### config.mk
export PLATFORM = sky130hd
export DESIGN_NAME = assoc_cache_ctrl
export DESIGN_NICKNAME = d
export VERILOG_FILES = /design/src/rtl/cache_pkg.sv /design/src/rtl/cache_way_array.sv /design/src/rtl/assoc_cache_ctrl.sv
export SDC_FILE = /design/constraint.sdc
export NUM_CORES = 1
export LEC_CHECK = 0
export BUFFER_PORTS_ARGS = -buffer_cell sky130_fd_sc_hd__buf_2
export CORE_UTILIZATION = 49
export CTS_BUF_LIST = sky130_fd_sc_hd__clkbuf_4 sky130_fd_sc_hd__clkbuf_8
export DETAILED_ROUTE_END_ITERATION = 10
export PLACE_DENSITY_LB_ADDON = 0.25
export SYNTH_ARGS = -nofsm -noshare
export SYNTH_HDL_FRONTEND = slang
export SYNTH_SLANG_ARGS = --single-unit
export TNS_END_PERCENT = 20
### constraint.sdc
create_clock -name clk -period 7.35 [get_ports clk]
set_clock_uncertainty 0.1 [all_clocks]
set_input_delay 0.735 -clock clk [delete_from_list [all_inputs] [get_ports clk]]
set_output_delay 0.735 -clock clk [all_outputs]
set_load 0.005 [all_outputs]
### src/rtl/cache_pkg.sv
// Shared definitions for the set-associative cache controller.
// Holds the controller state enum, the address-field width helpers and the
// saturating increment used by the hit/miss counters.
package cache_pkg;

    typedef enum logic [2:0] {
        IDLE,
        LOOKUP,
        WRITEBACK,
        REFILL,
        RESPOND
    } cacheState_t;

    // Number of address bits that select a word inside one line.
    function automatic int offsetBits(input int wordSize, input int fetchSize);
        return $clog2(fetchSize / wordSize);
    endfunction

    // Number of address bits that select a set.
    function automatic int indexBits(input int numSets);
        return $clog2(numSets);
    endfunction

    // Whatever is left of the word address above offset and index.
    function automatic int tagBits(input int wordSize, input int fetchSize, input int numSets);
        return wordSize - offsetBits(wordSize, fetchSize) - indexBits(numSets);
    endfunction

    // Counters stick at all-ones instead of wrapping back to zero.
    function automatic logic [15:0] satInc(input logic [15:0] value);
        return (value == 16'hFFFF) ? value : value + 16'd1;
    endfunction

endpackage

### src/rtl/cache_way_array.sv
// Per-way storage of valid, dirty, tag and line for every set.
// Ports:
//   clk, reset        clock and asynchronous active-high reset
//   rdIndex           set to read; all ways of that set appear on the rd* outputs
//   rdValid, rdDirty  one bit per way
//   rdTags, rdLines   ways concatenated, way w at [w*width +: width]
//   wrEn              install/update one entry (always marks it valid)
//   wrWay, wrIndex    entry to write
//   wrDirty, wrTag, wrLine  new contents
module cache_way_array #(
    parameter int NUM_SETS = 4,
    parameter int NUM_WAYS = 2,
    parameter int TAG_W    = 12,
    parameter int LINE_W   = 64,
    localparam int IDX_W   = $clog2(NUM_SETS)
) (
    input  logic                       clk,
    input  logic                       reset,
    input  logic [IDX_W-1:0]           rdIndex,
    output logic [NUM_WAYS-1:0]        rdValid,
    output logic [NUM_WAYS-1:0]        rdDirty,
    output logic [NUM_WAYS*TAG_W-1:0]  rdTags,
    output logic [NUM_WAYS*LINE_W-1:0] rdLines,
    input  logic                       wrEn,
    input  logic                       wrWay,
    input  logic [IDX_W-1:0]           wrIndex,
    input  logic                       wrDirty,
    input  logic [TAG_W-1:0]           wrTag,
    input  logic [LINE_W-1:0]          wrLine
);

    logic [NUM_SETS-1:0] validQ [NUM_WAYS];
    logic [NUM_SETS-1:0] dirtyQ [NUM_WAYS];
    logic [TAG_W-1:0]    tagQ   [NUM_WAYS][NUM_SETS];
    logic [LINE_W-1:0]   lineQ  [NUM_WAYS][NUM_SETS];

    // Only the status bits need a reset: an invalid entry's tag and data are
    // never looked at, so reset simply drops every line without write-back.
    always_ff @(posedge clk or posedge reset) begin
        if (reset) begin
            for (int w = 0; w < NUM_WAYS; w++) begin
                validQ[w] <= '0;
                dirtyQ[w] <= '0;
            end
        end else if (wrEn) begin
            validQ[wrWay][wrIndex] <= 1'b1;
            dirtyQ[wrWay][wrIndex] <= wrDirty;
        end
    end

    // Tag and line storage, written together with the status bits.
    always_ff @(posedge clk) begin
        if (wrEn) begin
            tagQ[wrWay][wrIndex]  <= wrTag;
            lineQ[wrWay][wrIndex] <= wrLine;
        end
    end

    // Asynchronous read of every way of the addressed set, so the controller
    // can compare tags in the same cycle the set is presented.
    always_comb begin
        rdValid = '0;
        rdDirty = '0;
        rdTags  = '0;
        rdLines = '0;
        for (int w = 0; w < NUM_WAYS; w++) begin
            rdValid[w]                   = validQ[w][rdIndex];
            rdDirty[w]                   = dirtyQ[w][rdIndex];
            rdTags[w*TAG_W +: TAG_W]     = tagQ[w][rdIndex];
            rdLines[w*LINE_W +: LINE_W]  = lineQ[w][rdIndex];
        end
    end

endmodule

### src/rtl/assoc_cache_ctrl.sv
// Set-associative, write-back, write-allocate cache controller for one port.
// Ports:
//   clk, reset                       clock, asynchronous active-high reset
//   req_valid/req_write/req_addr/req_wdata, req_ready   CPU request handshake
//   resp_valid, resp_rdata           one-cycle completion pulse and load data
//   mem_read, mem_write, mem_addr, mem_wdata, mem_rdata, mem_ready
//                                    line-wide memory refill/write-back port
//   hit_count, miss_count            saturating statistics counters
module assoc_cache_ctrl
    import cache_pkg::*;
#(
    parameter int WORD_SIZE  = 16,
    parameter int FETCH_SIZE = 64,
    parameter int NUM_SETS   = 4,
    parameter int NUM_WAYS   = 2
) (
    input  logic                  clk,
    input  logic                  reset,
    input  logic                  req_valid,
    input  logic                  req_write,
    input  logic [WORD_SIZE-1:0]  req_addr,
    input  logic [WORD_SIZE-1:0]  req_wdata,
    output logic                  req_ready,
    output logic                  resp_valid,
    output logic [WORD_SIZE-1:0]  resp_rdata,
    output logic                  mem_read,
    output logic                  mem_write,
    output logic [WORD_SIZE-1:0]  mem_addr,
    output logic [FETCH_SIZE-1:0] mem_wdata,
    input  logic [FETCH_SIZE-1:0] mem_rdata,
    input  logic                  mem_ready,
    output logic [15:0]           hit_count,
    output logic [15:0]           miss_count
);

    localparam int OFF_W = offsetBits(WORD_SIZE, FETCH_SIZE);
    localparam int IDX_W = indexBits(NUM_SETS);
    localparam int TAG_W = tagBits(WORD_SIZE, FETCH_SIZE, NUM_SETS);

    cacheState_t state, nextState;

    logic [WORD_SIZE-1:0] reqAddrQ, reqWdataQ;
    logic                 reqWriteQ;
    logic                 victimQ;
    logic [NUM_SETS-1:0]  lruQ;
    logic [15:0]          hitCountQ, missCountQ;

    logic [OFF_W-1:0] reqOffset;
    logic [IDX_W-1:0] reqIndex;
    logic [TAG_W-1:0] reqTag;

    logic [NUM_WAYS-1:0]        rdValid, rdDirty, wayHit;
    logic [NUM_WAYS*TAG_W-1:0]  rdTags;
    logic [NUM_WAYS*FETCH_SIZE-1:0] rdLines;

    logic                  hit, hitWay, victimSel;
    logic [FETCH_SIZE-1:0] hitLine, victimLine, storeLine, refillLine;
    logic [TAG_W-1:0]      victimTag;

    logic                  arrWrEn, arrWrWay, arrWrDirty;
    logic [FETCH_SIZE-1:0] arrWrLine;

    assign reqOffset = reqAddrQ[OFF_W-1:0];
    assign reqIndex  = reqAddrQ[OFF_W +: IDX_W];
    assign reqTag    = reqAddrQ[WORD_SIZE-1 -: TAG_W];

    cache_way_array #(
        .NUM_SETS (NUM_SETS),
        .NUM_WAYS (NUM_WAYS),
        .TAG_W    (TAG_W),
        .LINE_W   (FETCH_SIZE)
    ) wayArray (
        .clk     (clk),
        .reset   (reset),
        .rdIndex (reqIndex),
        .rdValid (rdValid),
        .rdDirty (rdDirty),
        .rdTags  (rdTags),
        .rdLines (rdLines),
        .wrEn    (arrWrEn),
        .wrWay   (arrWrWay),
        .wrIndex (reqIndex),
        .wrDirty (arrWrDirty),
        .wrTag   (reqTag),
        .wrLine  (arrWrLine)
    );

    // Tag compare and victim choice for the latched request. The victim is the
    // lowest-numbered invalid way, falling back to the set's LRU way once full.
    always_comb begin
        wayHit    = '0;
        hitWay    = 1'b0;
        victimSel = 1'b0;
        for (int w = 0; w < NUM_WAYS; w++) begin
            wayHit[w] = rdValid[w] && (rdTags[w*TAG_W +: TAG_W] == reqTag);
        end
        if (NUM_WAYS > 1) begin
            hitWay = wayHit[NUM_WAYS-1];
            if (!rdValid[0]) begin
                victimSel = 1'b0;
            end else if (!rdValid[NUM_WAYS-1]) begin
                victimSel = 1'b1;
            end else begin
                victimSel = lruQ[reqIndex];
            end
        end
    end

    assign hit        = |wayHit;
    assign hitLine    = rdLines[int'(hitWay) * FETCH_SIZE +: FETCH_SIZE];
    assign victimLine = rdLines[int'(victimQ) * FETCH_SIZE +: FETCH_SIZE];
    assign victimTag  = rdTags[int'(victimQ) * TAG_W +: TAG_W];

    // Store data merged into either the resident line (hit) or the incoming
    // refill line (write-allocate miss).
    always_comb begin
        storeLine  = hitLine;
        refillLine = mem_rdata;
        storeLine[int'(reqOffset) * WORD_SIZE +: WORD_SIZE] = reqWdataQ;
        if (reqWriteQ) begin
            refillLine[int'(reqOffset) * WORD_SIZE +: WORD_SIZE] = reqWdataQ;
        end
    end

    always_ff @(posedge clk or posedge reset) begin
        if (reset) begin
            state <= IDLE;
        end else begin
            state <= nextState;
        end
    end

    // Next-state and output decode. Memory strobes come straight from the
    // state so that reset drops them without waiting for a clock edge.
    always_comb begin
        nextState  = state;
        req_ready  = 1'b0;
        resp_valid = 1'b0;
        resp_rdata = '0;
        mem_read   = 1'b0;
        mem_write  = 1'b0;
        mem_addr   = '0;
        mem_wdata  = '0;
        arrWrEn    = 1'b0;
        arrWrWay   = 1'b0;
        arrWrDirty = 1'b0;
        arrWrLine  = '0;
        case (state)
            IDLE: begin
                req_ready = 1'b1;
                if (req_valid) begin
                    nextState = LOOKUP;
                end
            end
            LOOKUP: begin
                if (hit) begin
                    resp_valid = 1'b1;
                    resp_rdata = hitLine[int'(reqOffset) * WORD_SIZE +: WORD_SIZE];
                    if (reqWriteQ) begin
                        arrWrEn    = 1'b1;
                        arrWrWay   = hitWay;
                        arrWrDirty = 1'b1;
                        arrWrLine  = storeLine;
                    end
                    nextState = IDLE;
                end else if (rdValid[victimSel] && rdDirty[victimSel]) begin
                    nextState = WRITEBACK;
                end else begin
                    nextState = REFILL;
                end
            end
            WRITEBACK: begin
                mem_write = 1'b1;
                mem_addr  = {victimTag, reqIndex, {OFF_W{1'b0}}};
                mem_wdata = victimLine;
                if (mem_ready) begin
                    nextState = REFILL;
                end
            end
            REFILL: begin
                mem_read = 1'b1;
                mem_addr = {reqTag, reqIndex, {OFF_W{1'b0}}};
                if (mem_ready) begin
                    arrWrEn    = 1'b1;
                    arrWrWay   = victimQ;
                    arrWrDirty = reqWriteQ;
                    arrWrLine  = refillLine;
                    nextState  = RESPOND;
                end
            end
            RESPOND: begin
                resp_valid = 1'b1;
                resp_rdata = victimLine[int'(reqOffset) * WORD_SIZE +: WORD_SIZE];
                nextState  = IDLE;
            end
            default: nextState = IDLE;
        endcase
    end

    // Request latch, victim latch, LRU and statistics. An LRU bit names the
    // way to evict next, so every touch points it at the other way.
    always_ff @(posedge clk or posedge reset) begin
        if (reset) begin
            reqAddrQ   <= '0;
            reqWdataQ  <= '0;
            reqWriteQ  <= 1'b0;
            victimQ    <= 1'b0;
            lruQ       <= '0;
            hitCountQ  <= '0;
            missCountQ <= '0;
        end else begin
            if (state == IDLE && req_valid) begin
                reqAddrQ  <= req_addr;
                reqWdataQ <= req_wdata;
                reqWriteQ <= req_write;
            end
            if (state == LOOKUP) begin
                if (hit) begin
                    hitCountQ      <= satInc(hitCountQ);
                    lruQ[reqIndex] <= ~hitWay;
                end else begin
                    missCountQ <= satInc(missCountQ);
                    victimQ    <= victimSel;
                end
            end
            if (state == REFILL && mem_ready) begin
                lruQ[reqIndex] <= ~victimQ;
            end
        end
    end

    assign hit_count  = hitCountQ;
    assign miss_count = missCountQ;

endmodule

==> Word-level counts from Yosys, hierarchy flattened <==
Memory sizes are Yosys's and may differ from the RTL's.
Cells that the tools add are included.
{ "classes": {"n_div": 0, "n_eq_ne": 11, "shifts": 7, "reduce_logical": 14, "magnitude_cmp": 7, "multipliers": 1, "bitwise": 8, "mux": 77, "n_addsub": 3} }
{ "ops": {"columns": ["operator", "n"], "rows": [
  ["2-to-1 mux 64 bit", 10],
  ["binary-select mux 64 bit (select 2 bit)", 2],
  ["2-to-1 mux 256 bit", 1],
  ["variable part select 128 x 8 -> 64 bit", 2],
  ["bitwise mux 64 bit", 2],
  ["demux 64 bit (select 2 bit)", 1],
  ["case mux 64 bit (2 select lines)", 1],
  ["variable part select 64 x 7 -> 16 bit", 2],
  ["case mux 16 bit (2 select lines)", 2],
  ["variable shift 16 x 33 -> 64 bit (first input constant)", 1],
  ["variable part select 16 x 33 -> 64 bit", 1],
  ["2-to-1 mux 12 bit", 5],
  ["binary-select mux 12 bit (select 2 bit)", 2],
  ["2-to-1 mux 48 bit", 1],
  ["negation 6 -> 33 bit", 1],
  ["adder 16 x 1 -> 16 bit (second input constant)", 2],
  ["equality test 16 bit (second input constant)", 2],
  ["2-to-1 mux 1 bit", 25],
  ["demux 12 bit (select 2 bit)", 1],
  ["equality test 12 bit", 2],
  ["variable part select 24 x 6 -> 12 bit", 1],
  ["2-to-1 mux 16 bit", 1],
  ["2-to-1 mux 4 bit", 4],
  ["case mux 3 bit (4 select lines)", 1],
  ["29 further kinds", 55]
]} }
{ "totals": {"input_bits": 101, "regBits": 89, "romBits": 0, "n_memories": 2, "out_inout_bits": 132, "mem_bits_rw": 608, "latch_bits": 0} }
{ "memory_table": {"columns": ["name", "depth", "width", "rd", "rd_clocked_by_memory_dff", "write_ports", "line_no", "source"], "rows": [
  ["wayArray.lineQ", 2, 256, 2, 0, 1, "cache_way_array.sv:35", "logic [LINE_W-1:0] lineQ [NUM_WAYS][NUM_SETS];"],
  ["wayArray.tagQ", 2, 48, 2, 0, 1, "cache_way_array.sv:34", "logic [TAG_W-1:0] tagQ [NUM_WAYS][NUM_SETS];"]
]} }

==> Logic depth before layout (Yosys ltp) <==
Gate-level depths: netlist (run 1).
{ "logic_depth": {"word_depth": 15, "ltp_mapped": 13, "ltp_nobuf": 8} }

==> Cells and area by module <==
Synthesis (run 1) repeated with hierarchy kept, for this count alone.
{ "unflattened": {"hier_cells": 1827, "hier_area_um2": 31258.7} }
{ "by_module_without_submodules": {"columns": ["module", "seq_area_each_um2", "instances", "cells_each", "area_each_um2"], "rows": [
  ["cache_way_array", 18657.9, 1, 844, 22795.6],
  ["assoc_cache_ctrl", 1826.8, 1, 983, 8463.1]
]} }

==> Worst setup path after synthesis (run 1) <==
No wires, ideal clock.
{ "synth_timing": {"path_type": "register -> register", "startpoint": "reg reqAddrQ[2]", "endpoint": "reg wayArray.dirtyQ[3] (netlist bit)", "n_path_buf": 4, "setup_time_ns": 0.081, "synth_period_minus_slack_ns": 6.201, "path_slack_ns": 1.149, "path_stages_with_launch": 12, "arrival_ns": 6.020, "cell_sequence": "dfrtp_1 buf_6 buf_8 mux4_2 xor2_1 nor4_2 and4_1 buf_2 buf_4 a21boi_0 nor2_1 mux2_2"} }
{ "synth_between": {"elab_chain_cells": 15, "word_cells_on_any_way": 34, "cone_classes": "order compare: 4; eq/ne: 2; mux: 21; bitwise: 2; reduce/logical: 5"} }
{ "synth_lines": {"columns": ["item", "line_no", "source"], "rows": [
  ["start, declared", "assoc_cache_ctrl.sv:42", "logic [WORD_SIZE-1:0] reqAddrQ, reqWdataQ;"],
  ["start signal, assigned", "assoc_cache_ctrl.sv:213", "reqAddrQ <= req_addr;"],
  ["NOT 2 -> 3 bit (not written as such)", "cache_way_array.sv:69", "rdTags[w*TAG_W +: TAG_W] = tagQ[w][rdIndex];"],
  ["binary-select mux 12 bit (select 2 bit)", "cache_way_array.sv:69", null],
  ["2-to-1 mux 12 bit (not written as such) (2 in series)", "cache_way_array.sv:69", null],
  ["equality test 12 bit", "assoc_cache_ctrl.sv:95", "wayHit[w] = rdValid[w] && (rdTags[w*TAG_W +: TAG_W] == reqTag);"],
  ["logical AND 1 bit", "assoc_cache_ctrl.sv:95", null],
  ["2-to-1 mux 1 bit / OR reduction 2 bit (equally long branches)", "assoc_cache_ctrl.sv:159, assoc_cache_ctrl.sv:109", null],
  ["2-to-1 mux 1 bit", "assoc_cache_ctrl.sv:156", "if (hit) begin"],
  ["case mux 1 bit (2 select lines)", "assoc_cache_ctrl.sv:148", "case (state)"],
  ["NOT 1 -> 2 bit (not written as such)", "cache_way_array.sv:47", "dirtyQ[wrWay][wrIndex] <= wrDirty;"],
  [">= comparator 2 bit (not written as such) / < comparator 2 x 1 -> 1 bit (equally long branches)", "cache_way_array.sv:47", null],
  ["logical AND 1 bit (not written as such)", "cache_way_array.sv:47", null],
  ["2-to-1 mux 4 bit (not written as such)", "cache_way_array.sv:47", null],
  ["demux 4 bit (select 1 bit)", "cache_way_array.sv:47", null],
  ["bitwise mux 8 bit", "cache_way_array.sv:47", null],
  ["end signal, assigned by index", "cache_way_array.sv:47", null],
  ["end, declared", "cache_way_array.sv:33", "logic [NUM_SETS-1:0] dirtyQ [NUM_WAYS];"]
]} }
Several ways; a longest one is shown, not always the timed one. The select of a mux whose other input is x is not followed.
A chain may end at the register's enable or synchronous reset.

==> Worst setup path in the final report (run 1) <==
{ "layout_timing": {"startpoint": "reg reqAddrQ[2]", "endpoint": "out resp_rdata[14]"} }
{ "layout_between": {"elab_chain_cells": 10, "word_cells_on_any_way": 28, "cone_classes": "eq/ne: 2; shift: 4; mux: 18; bitwise: 1; reduce/logical: 3"} }
{ "layout_lines": {"columns": ["item", "line_no", "source"], "rows": [
  ["NOT 2 -> 3 bit (not written as such)", "cache_way_array.sv:69, cache_way_array.sv:70", null],
  ["binary-select mux 12 bit (select 2 bit)", "cache_way_array.sv:69", null],
  ["2-to-1 mux 12 bit (not written as such) (2 in series)", "cache_way_array.sv:69", null],
  ["equality test 12 bit", "assoc_cache_ctrl.sv:95", null],
  ["logical AND 1 bit", "assoc_cache_ctrl.sv:95", null],
  ["variable part select 128 x 8 -> 64 bit", "assoc_cache_ctrl.sv:110", "assign hitLine = rdLines[int'(hitWay) * FETCH_SIZE +: FETCH_SIZE];"],
  ["variable part select 64 x 7 -> 16 bit", "assoc_cache_ctrl.sv:158", "resp_rdata = hitLine[int'(reqOffset) * WORD_SIZE +: WORD_SIZE];"],
  ["2-to-1 mux 16 bit", "assoc_cache_ctrl.sv:156", null],
  ["case mux 16 bit (2 select lines) (*)", "assoc_cache_ctrl.sv:148", null],
  ["end, declared", "assoc_cache_ctrl.sv:25", "output logic [WORD_SIZE-1:0] resp_rdata,"]
]} }
Mark *: on every way between the ends. The rest lies on a longest branch, timed or not. The select of a mux whose other input is x is not followed.

==> results.txt, run 1 <==
In the final timing run, aggregate negative setup slack is 0 ns. Among all flip-flop cells after synthesis, the most frequent one is sky130_fd_sc_hd__edfxtp_1. The worst-skew pair later-pin latency came out at 0.72 ns. The worst-case clock buffer depth came out at 3.

Setup repair after global routing left no endpoint under its margin. The highest net fanout along the worst path came out at between 40 and 50. The static leakage power came out at between 10 and 15 nW. The core box area is 61,800 um2.

The number of resized instances in the post-cts repair step is 0. CTS placed an instance of sky130_fd_sc_hd__clkbuf_8 at the clock tree root. In the final design database the tool counted between 2,000 and 2,500 nets. After clock tree synthesis, the clock-pin slew on the worst setup and hold paths is 0.06 ns.

The number of buffers inserted by port buffering is 230. The number of global-route vias before repair was 19,285. The TritonCTS clock tree is yes. In the final layout, the multi-input gates occupy 9650 um2. The library cell occupying the most area in the post-synthesis netlist is sky130_fd_sc_hd__edfxtp_1. The share of the cycle needed by the critical path after routing is 84.3%.

233 I/O pins were placed. The smallest clock period supported by the final layout is computed as between 6 and 7 ns. In the synthesized netlist, the cells that appear most often are 608 x sky130_fd_sc_hd__edfxtp_1, 157 x sky130_fd_sc_hd__mux4_2, 149 x sky130_fd_sc_hd__nand2_1. The via count normalized by instance count is 6.27. The count of vias placed by the detailed router came out at 19,342. Once the floorplan was initialized, standard cells occupied between 40% and 50% of the core.

In this run the biggest area consumer among cell types represents just under 60% of the synthesized area. The wire length of the first global-routing pass is 131,000 um. The HPWL after detailed placement came out at 59,700 um. The average footprint of a synthesized cell came out at 16.3 um2. The layout filler cell count is 4,809. The worst endpoint data arrival time is 5.36 ns. The data required time at the worst endpoint came out at 6.51 ns. The hold violation count in the final report is 0. The number of max-slew violations in the final report was 0. The tightest min-delay check is of the in2reg type. The normalized max-slew margin came out at 24.8%. The detailed router used layers up to and including met5. In this run, the number of DRC markers left after iteration 0 of detailed routing was about 2,100. The timing-limited maximum frequency came out at 161 MHz.

In this run the power density over the cells is between 300 and 400 nW/um2. The sequential cells in the finished layout cover a total of 20,500 um2. The height of the die is 253 um. Sorting the synthesized cells by area gives the leading types as sky130_fd_sc_hd__edfxtp_1 59%, sky130_fd_sc_hd__mux4_2 11%, sky130_fd_sc_hd__dfrtp_1 7.2%. The routability-driven placement congestion ratio is approximately 0.90. The maximum number of pins on one net before global-route repair came out at 78. Across the VDD grid, the largest voltage drop is 0.220 mV. The number of antenna violations at the first check in global routing is 6. Setup violations remaining at the end of the flow were counted as 0. The total met2 wirelength after detailed routing is 42,000 um. The minimum setup slack after placement came out at 1.76 ns. The most common cell in the synthesized netlist is sky130_fd_sc_hd__edfxtp_1. The detailed-routing iteration count for the pre-antenna-repair pass came out at 5. Measured on the finished design, the core utilization comes to 56.7%. The netlist area before placement is about 30,000 um2. Summed over all layers, the routed wires come to 90,500 um. The die extent in x came out at roughly 250 um. The fraction of synthesis flops using an asynchronous set or reset pin came out at between 10% and 20%. The register bit count reported by yosys came out at approximately 700. For the pin with the worst max-slew slack, the measured transition is 1.13 ns.

For this block, wires on met1 add up to 34,900 um. The share of final-layout standard cells stronger than drive strength 1 came out at 32.5%. The worst setup path is launched from a flop. The post-synthesis cell count is ~1,900. By startpoint and endpoint, the worst setup path is classified as reg2out. The count of nets left with antenna violations once routing finished came out at 0.

The worst-case setup margin in the final layout came out at around 1.2 ns. The leftover overflow at the end of global routing came out at 0. The DRC violations left is 0.

The Yosys warning count came out at 0. Detailed routing placed a total of 9640 um of wire on met3. In this run, CTS created clock tree buffers numbering 108.

The post-synthesis cell type count is 54. The number of flops mapped to enable cells by yosys is 608. The portion of the post-synthesis area used by sequential elements is 66.6%. The post-detailed-route wirelength per cell is roughly 29 um. The number of cell rows came out at 91. The setup fix buffers added after clock tree synthesis is 0.

The area of the die came out at roughly 64,000 um2. STA classifies the critical path endpoint as a primary output. The all-layer global routing usage came out at between 20% and 30%. Relative to the synthesized area, the layout overhead comes to 14.1%. The total design power came out at 13.1 mW. The run finished with clean final reports. The TritonCTS sink count came out at approximately 700. The level count of the clock H-tree is 3. The number of maximum-capacitance violations is 0.
[logic make-up after synthesis]
logic type | share of synthesized area, %
XOR/XNOR | 1.54
buffers and inverters | 2.21
adder cells (fa/ha/maj) | 0.244
other | 0.0122
AO/OA/AOI/OAI | 6.51
AND/OR/NAND/NOR | 5.77
multiplexers | 17.1
flip-flops | 66.6
[metrics by stage]
stage               area (um2)  cells  hold WS, ns
finish                   35100   3085        0.127
global route             35100   3083        0.109
CTS                      35100   3082       0.0773
detailed placement       32900   2879        0.358
global placement         32900   2879        0.346
floorplan                30800   1889        0.329
[path summary, 6_finish.rpt]
check,start,endpoint,slack (ns),cells after the start
min,req_wdata[2],reqWdataQ[2],0.13,3
min reg2reg,wayArray.validQ[4],wayArray.validQ[4],0.37,1
max reg2reg,reqAddrQ[2],wayArray.lineQ[1][179],1.79,9
min in group asynchronous,reset,miss_count[4],0.46,3
max in group asynchronous,reset,victimQ,5.29,4
max,reqAddrQ[2],resp_rdata[14],1.15,9
[cells in the final DEF (no fill, tap or decap), drive strengths merged, types with 37 or more instances in the layout]
master    n
dfrtp    89
nor2     75
a21oi    46
buf     273
xor2     37
and2     38
nand3    48
clkinv   41
clkbuf  154
mux2i   109
mux4    157
mux2     56
edfxtp  608
o21ai    93
o221ai   60
nand2   150
[flip-flops by register name, indices dropped and copies added, names as in the netlist]
| register | count |
|---|---|
| wayArray.lineQ | 512 |
| wayArray.tagQ | 96 |
| hit_count | 16 |
| miss_count | 16 |
| reqAddrQ | 16 |
| reqWdataQ | 16 |
| wayArray.dirtyQ | 8 |
| wayArray.validQ | 8 |
| lruQ | 4 |
| state | 3 |
| reqWriteQ | 1 |
| victimQ | 1 |
[layout make-up]
class / instances / area share, %
diodes: 3 / 0.0214
clock buffers: 154 / 5.38
clock inverters: 48 / 0.906
inverters: 30 / 0.350
multi-input cells: 1042 / 27.5
flip-flops and latches: 697 / 58.4
well taps: 837 / 2.99
repair buffers: 274 / 4.41
[power breakdown]
part	leakage (nW)	internal (mW)	switching (mW)
registers	6.81	4.70	0.488
clock network	1.18	1.77	1.52
logic	4.68	1.78	2.80
[layer usage]
layer / GRT usage, % / vias to the layer above
met5: 0 / -
met4: 12.1 / 4
li1: - / 8008
met3: 6.81 / 219
met1: 39.0 / 9925
met2: 44.5 / 1186
[worst max-delay path, stage by stage (launching register included)]
cell                       delay, ns
sky130_fd_sc_hd__dfrtp_4        0.99
sky130_fd_sc_hd__mux4_2         0.62
sky130_fd_sc_hd__xor2_1         0.16
sky130_fd_sc_hd__nor4_1         0.60
sky130_fd_sc_hd__and4_4         0.76
sky130_fd_sc_hd__buf_4          0.48
sky130_fd_sc_hd__o221ai_1       0.19
sky130_fd_sc_hd__a21oi_1        0.36
sky130_fd_sc_hd__a31o_2         0.25
sky130_fd_sc_hd__buf_2          0.12
[what timing repair did]
item                                    in CTS  in global routing
endpoints found under the setup margin       0                  0
hold endpoints to repair                    27                  0
hold buffers                                 1                  0
Note: power is estimated with default switching activity, not from simulation.
==> run 2, diff against run 1 <==
Clock period 7.35 ns to 6.18 ns, I/O delays scaled along.
==> results.txt, run 2 (synthesis results as in run 1) <==
The worst-case clock buffer depth is 3 (unchanged). The number of buffers inserted by port buffering came to 230 (unchanged). The DRC violations left is 0 (unchanged).

The HPWL after detailed placement was 60,100 um (was 59,700 um). The global-route track usage on met1 came out at 40.3% (was 39.0%). The category of the most critical setup path was reg2out (unchanged). The met3 layer usage reported by global route is 6.78% (was 6.81%). The endpoint class of the critical path is a primary output (unchanged). The total routed wirelength is 91,800 um (was 90,500 um).

The number of max-slew violations in the final report was 0 (unchanged). The hold violation count in the final report was 0 (unchanged). The met2 usage came out at 44.3% (was 44.5%). The instance area after placement is 32,900 um2 (about the same).

The timing-limited maximum frequency is 168 MHz. The pin slew with the least headroom to its limit came out at 1.30 ns (was 1.13 ns). The register with the most flip-flops is wayArray.lineQ (unchanged).

The end of the critical path is resp_rdata[6] (was resp_rdata[14]). The level count of the clock H-tree is 3 (unchanged). The post-route setup TNS is 0 ns (unchanged). Unrepaired setup endpoints after global routing: no (unchanged). The total of endpoints with negative setup slack in the final report came out at 0 (unchanged). The endpoint of the lowest-slack register-to-register path was wayArray.lineQ[1][210] (was wayArray.lineQ[1][179]). The worst flop-to-flop path startpoint is reqAddrQ[2] (unchanged). The leftover overflow at the end of global routing came out at 0 (unchanged).

The type of the most critical hold path was in2reg (unchanged). The timing startpoint of the critical path is reqAddrQ[2] (unchanged). The detailed-routing iteration count for the pre-antenna-repair pass came out at 7 (was 5).

The number of cell rows was 91 (unchanged). The height of the die is 253 um (unchanged). The final-stage net count is 2,285 (was 2,260). The clock tree root driver cell is sky130_fd_sc_hd__clkbuf_8 (unchanged). The worst endpoint data arrival time is 5.25 ns (was 5.36 ns). The number of DRC violations after detailed-routing iteration 0 is 2,205 (was 2,081). The minimum clock period came out at 5.97 ns. The highest net fanout along the worst path is 45 (unchanged). The number of cell instances on the worst register-to-register path came out at 8 (was 9). The share of final-layout standard cells stronger than drive strength 1 came out at 32.2% (was 32.5%). The all-layer global routing usage is 29.0% (was 28.7%).

The TritonCTS sink count is 697 (unchanged). The die extent in x is 253 um (unchanged). The I/O pin total came out at 233 (unchanged). The number of antenna violations at the first check in global routing came out at 2 (was 6). The number of resized instances in the post-cts repair step is 0 (unchanged). The number of routed nets with antenna violations is 0 (unchanged). The TritonCTS clock tree is yes (unchanged). The number of maximum-capacitance violations is 0 (unchanged). The static leakage power is 12.8 nW (was 12.7 nW).

The worst-skew pair later-pin latency came to 0.73 ns (was 0.72 ns). The share of the cycle needed by the critical path after routing is 96.5%. The setup fix buffers added after clock tree synthesis is 0 (unchanged). The via count normalized by instance count came to 6.33 (was 6.27). The area of the die came out at 63,800 um2 (unchanged). The data required time at the worst endpoint came out at 5.46 ns (was 6.51 ns). The area of all placed cells without fillers is 35,300 um2 (was 35,100 um2). The number of flip-flops in the largest register is 512 (unchanged).

Largest regs: wayArray.lineQ x512, wayArray.tagQ x96 (unchanged). The post-detailed-route wirelength per cell came out at 29.5 um (was 29.3 um). Leading cell types in the layout, fill and taps excluded: 608 x sky130_fd_sc_hd__edfxtp_1, 230 x sky130_fd_sc_hd__buf_2, 157 x sky130_fd_sc_hd__mux4_2 (unchanged). The commonest non-fill, non-tap cell in the layout is sky130_fd_sc_hd__edfxtp_1 (unchanged).

The multi-input combinational cell area was 9650 um2 (about the same). The count of vias placed by the detailed router is 19,668 (was 19,342). The most crowded layer after global routing is met2 (unchanged). The register-to-register setup slack is 1.04 ns (was 1.79 ns). The routability-driven placement congestion ratio is 0.883 (was 0.896). The starting density of the core is 49.7% (unchanged). The ratio of total power to cell area came to 441 nW/um2 (was 373 nW/um2).

The largest voltage drop on the vdd net came out at 0.295 mV (was 0.220 mV). The wire length of the first global-routing pass came to 133,000 um (was 131,000 um). Outcome: finished clean (unchanged). The placed cell count was 2,885 (was 2,879). The kind of start point of the critical path is a flop (unchanged).

The area of all sequential standard cells came out at 20,500 um2 (unchanged). The number of standard cells in the layout, taps in and fillers out was 3,108 (was 3,085). The maximum number of pins on one net before global-route repair came out at 70 (was 78).

The area added between synthesis and finish is 14.7% (was 14.1%). The core box area is 61,800 um2 (unchanged). The layout filler cell count is 4,797 (was 4,809). The number of global-route vias before repair came out at 19,363 (was 19,285). The CTS clock-pin slew for the worst setup and hold paths came out at 0.07 ns (was 0.06 ns). The TritonCTS buffer count came to 110 (was 108).

The normalized max-slew margin came out at 13.3% (was 24.8%).
-- run 2: cell count changes in the layout (fill, tap and decap cells not counted), moves of 2 or more --
| cell | delta |
|---|---|
| sky130_fd_sc_hd__dlygate4sd3_1 | +17 |
| sky130_fd_sc_hd__clkinv_1 | +8 |
| sky130_fd_sc_hd__buf_4 | +4 |
| sky130_fd_sc_hd__clkbuf_4 | -4 |
| sky130_fd_sc_hd__clkbuf_8 | -4 |
| sky130_fd_sc_hd__buf_12 | +2 |
-- run 2: critical path, stage by stage, from the launching register on --
cell and delay [ns]:
sky130_fd_sc_hd__dfrtp_4 1.05, sky130_fd_sc_hd__mux4_2 0.62, sky130_fd_sc_hd__xor2_1 0.17, sky130_fd_sc_hd__nor4_2 0.39
sky130_fd_sc_hd__and4_4 0.89, sky130_fd_sc_hd__buf_4 0.42, sky130_fd_sc_hd__mux2i_1 0.35, sky130_fd_sc_hd__nand3_1 0.12
sky130_fd_sc_hd__a31o_2 0.29, sky130_fd_sc_hd__buf_2 0.13
-- run 2: timing repair --
action | 4_1_cts | 5_1_grt
hold buffers | 18 | 0
setup endpoints to repair | 0 | 0
endpoints found under the hold margin | 43 | 0
-- run 2: how the worst min path moves through the flow --
stage | cells past startpoint | start | slack, ns | to
detailed placement | 1 | wayArray.validQ[7] | 0.35 | wayArray.validQ[7]
finish | 3 | req_wdata[12] | 0.04 | reqWdataQ[12]
global placement | 1 | wayArray.validQ[5] | 0.35 | wayArray.validQ[5]
global route | 2 | req_addr[15] | 0.009 | reqAddrQ[15]
floorplan | 1 | wayArray.validQ[2] | 0.33 | wayArray.validQ[2]
CTS | 2 | req_addr[15] | 0.00008 | reqAddrQ[15]
-- run 2: final cells by class --
| class | count | area share, % |
|---|---|---|
| timing repair buffer | 297 | 5.06 |
| clock buffer | 146 | 5.11 |
| tap | 837 | 2.97 |
| sequential | 697 | 58.1 |
| multi-input combinational | 1042 | 27.4 |
| antenna | 2 | 0.0142 |
| inverter | 30 | 0.348 |
| clock inverter | 57 | 1.05 |
-- run 2: stage by stage --
| step | utilization, % | hold WS (ns) | worst slack, ns | power, mW |
|---|---|---|---|---|
| 6_report | 57.1 | 0.0393 | 0.214 | 15.6 |
| 5_1_grt | 57.1 | 0.00942 | 0.0121 | 16.1 |
| 4_1_cts | 57.1 | 0.0000839 | 0.205 | 15.5 |
| 3_5_place_dp | 53.3 | 0.353 | 1.00 | 11.6 |
| 3_3_place_gp | 53.3 | 0.347 | 1.04 | 11.6 |
| 2_1_floorplan | - | 0.329 | 0.186 | 9.54 |
-- run 2: per-layer routing --
| layer | routed length, um | vias to the layer above |
|---|---|---|
| li1 | - | 8069 |
| met1 | 36200 | 10209 |
| met2 | 42400 | 1192 |
| met3 | 9340 | 198 |
| met4 | 3820 | 0 |
| met5 | 0 | - |
-- run 2: report_power, final --
part           total [mW]  switching, mW  internal, mW
Clock                3.91           1.84          2.07
Combinational        5.50           3.37          2.13
Sequential           6.16          0.563          5.60
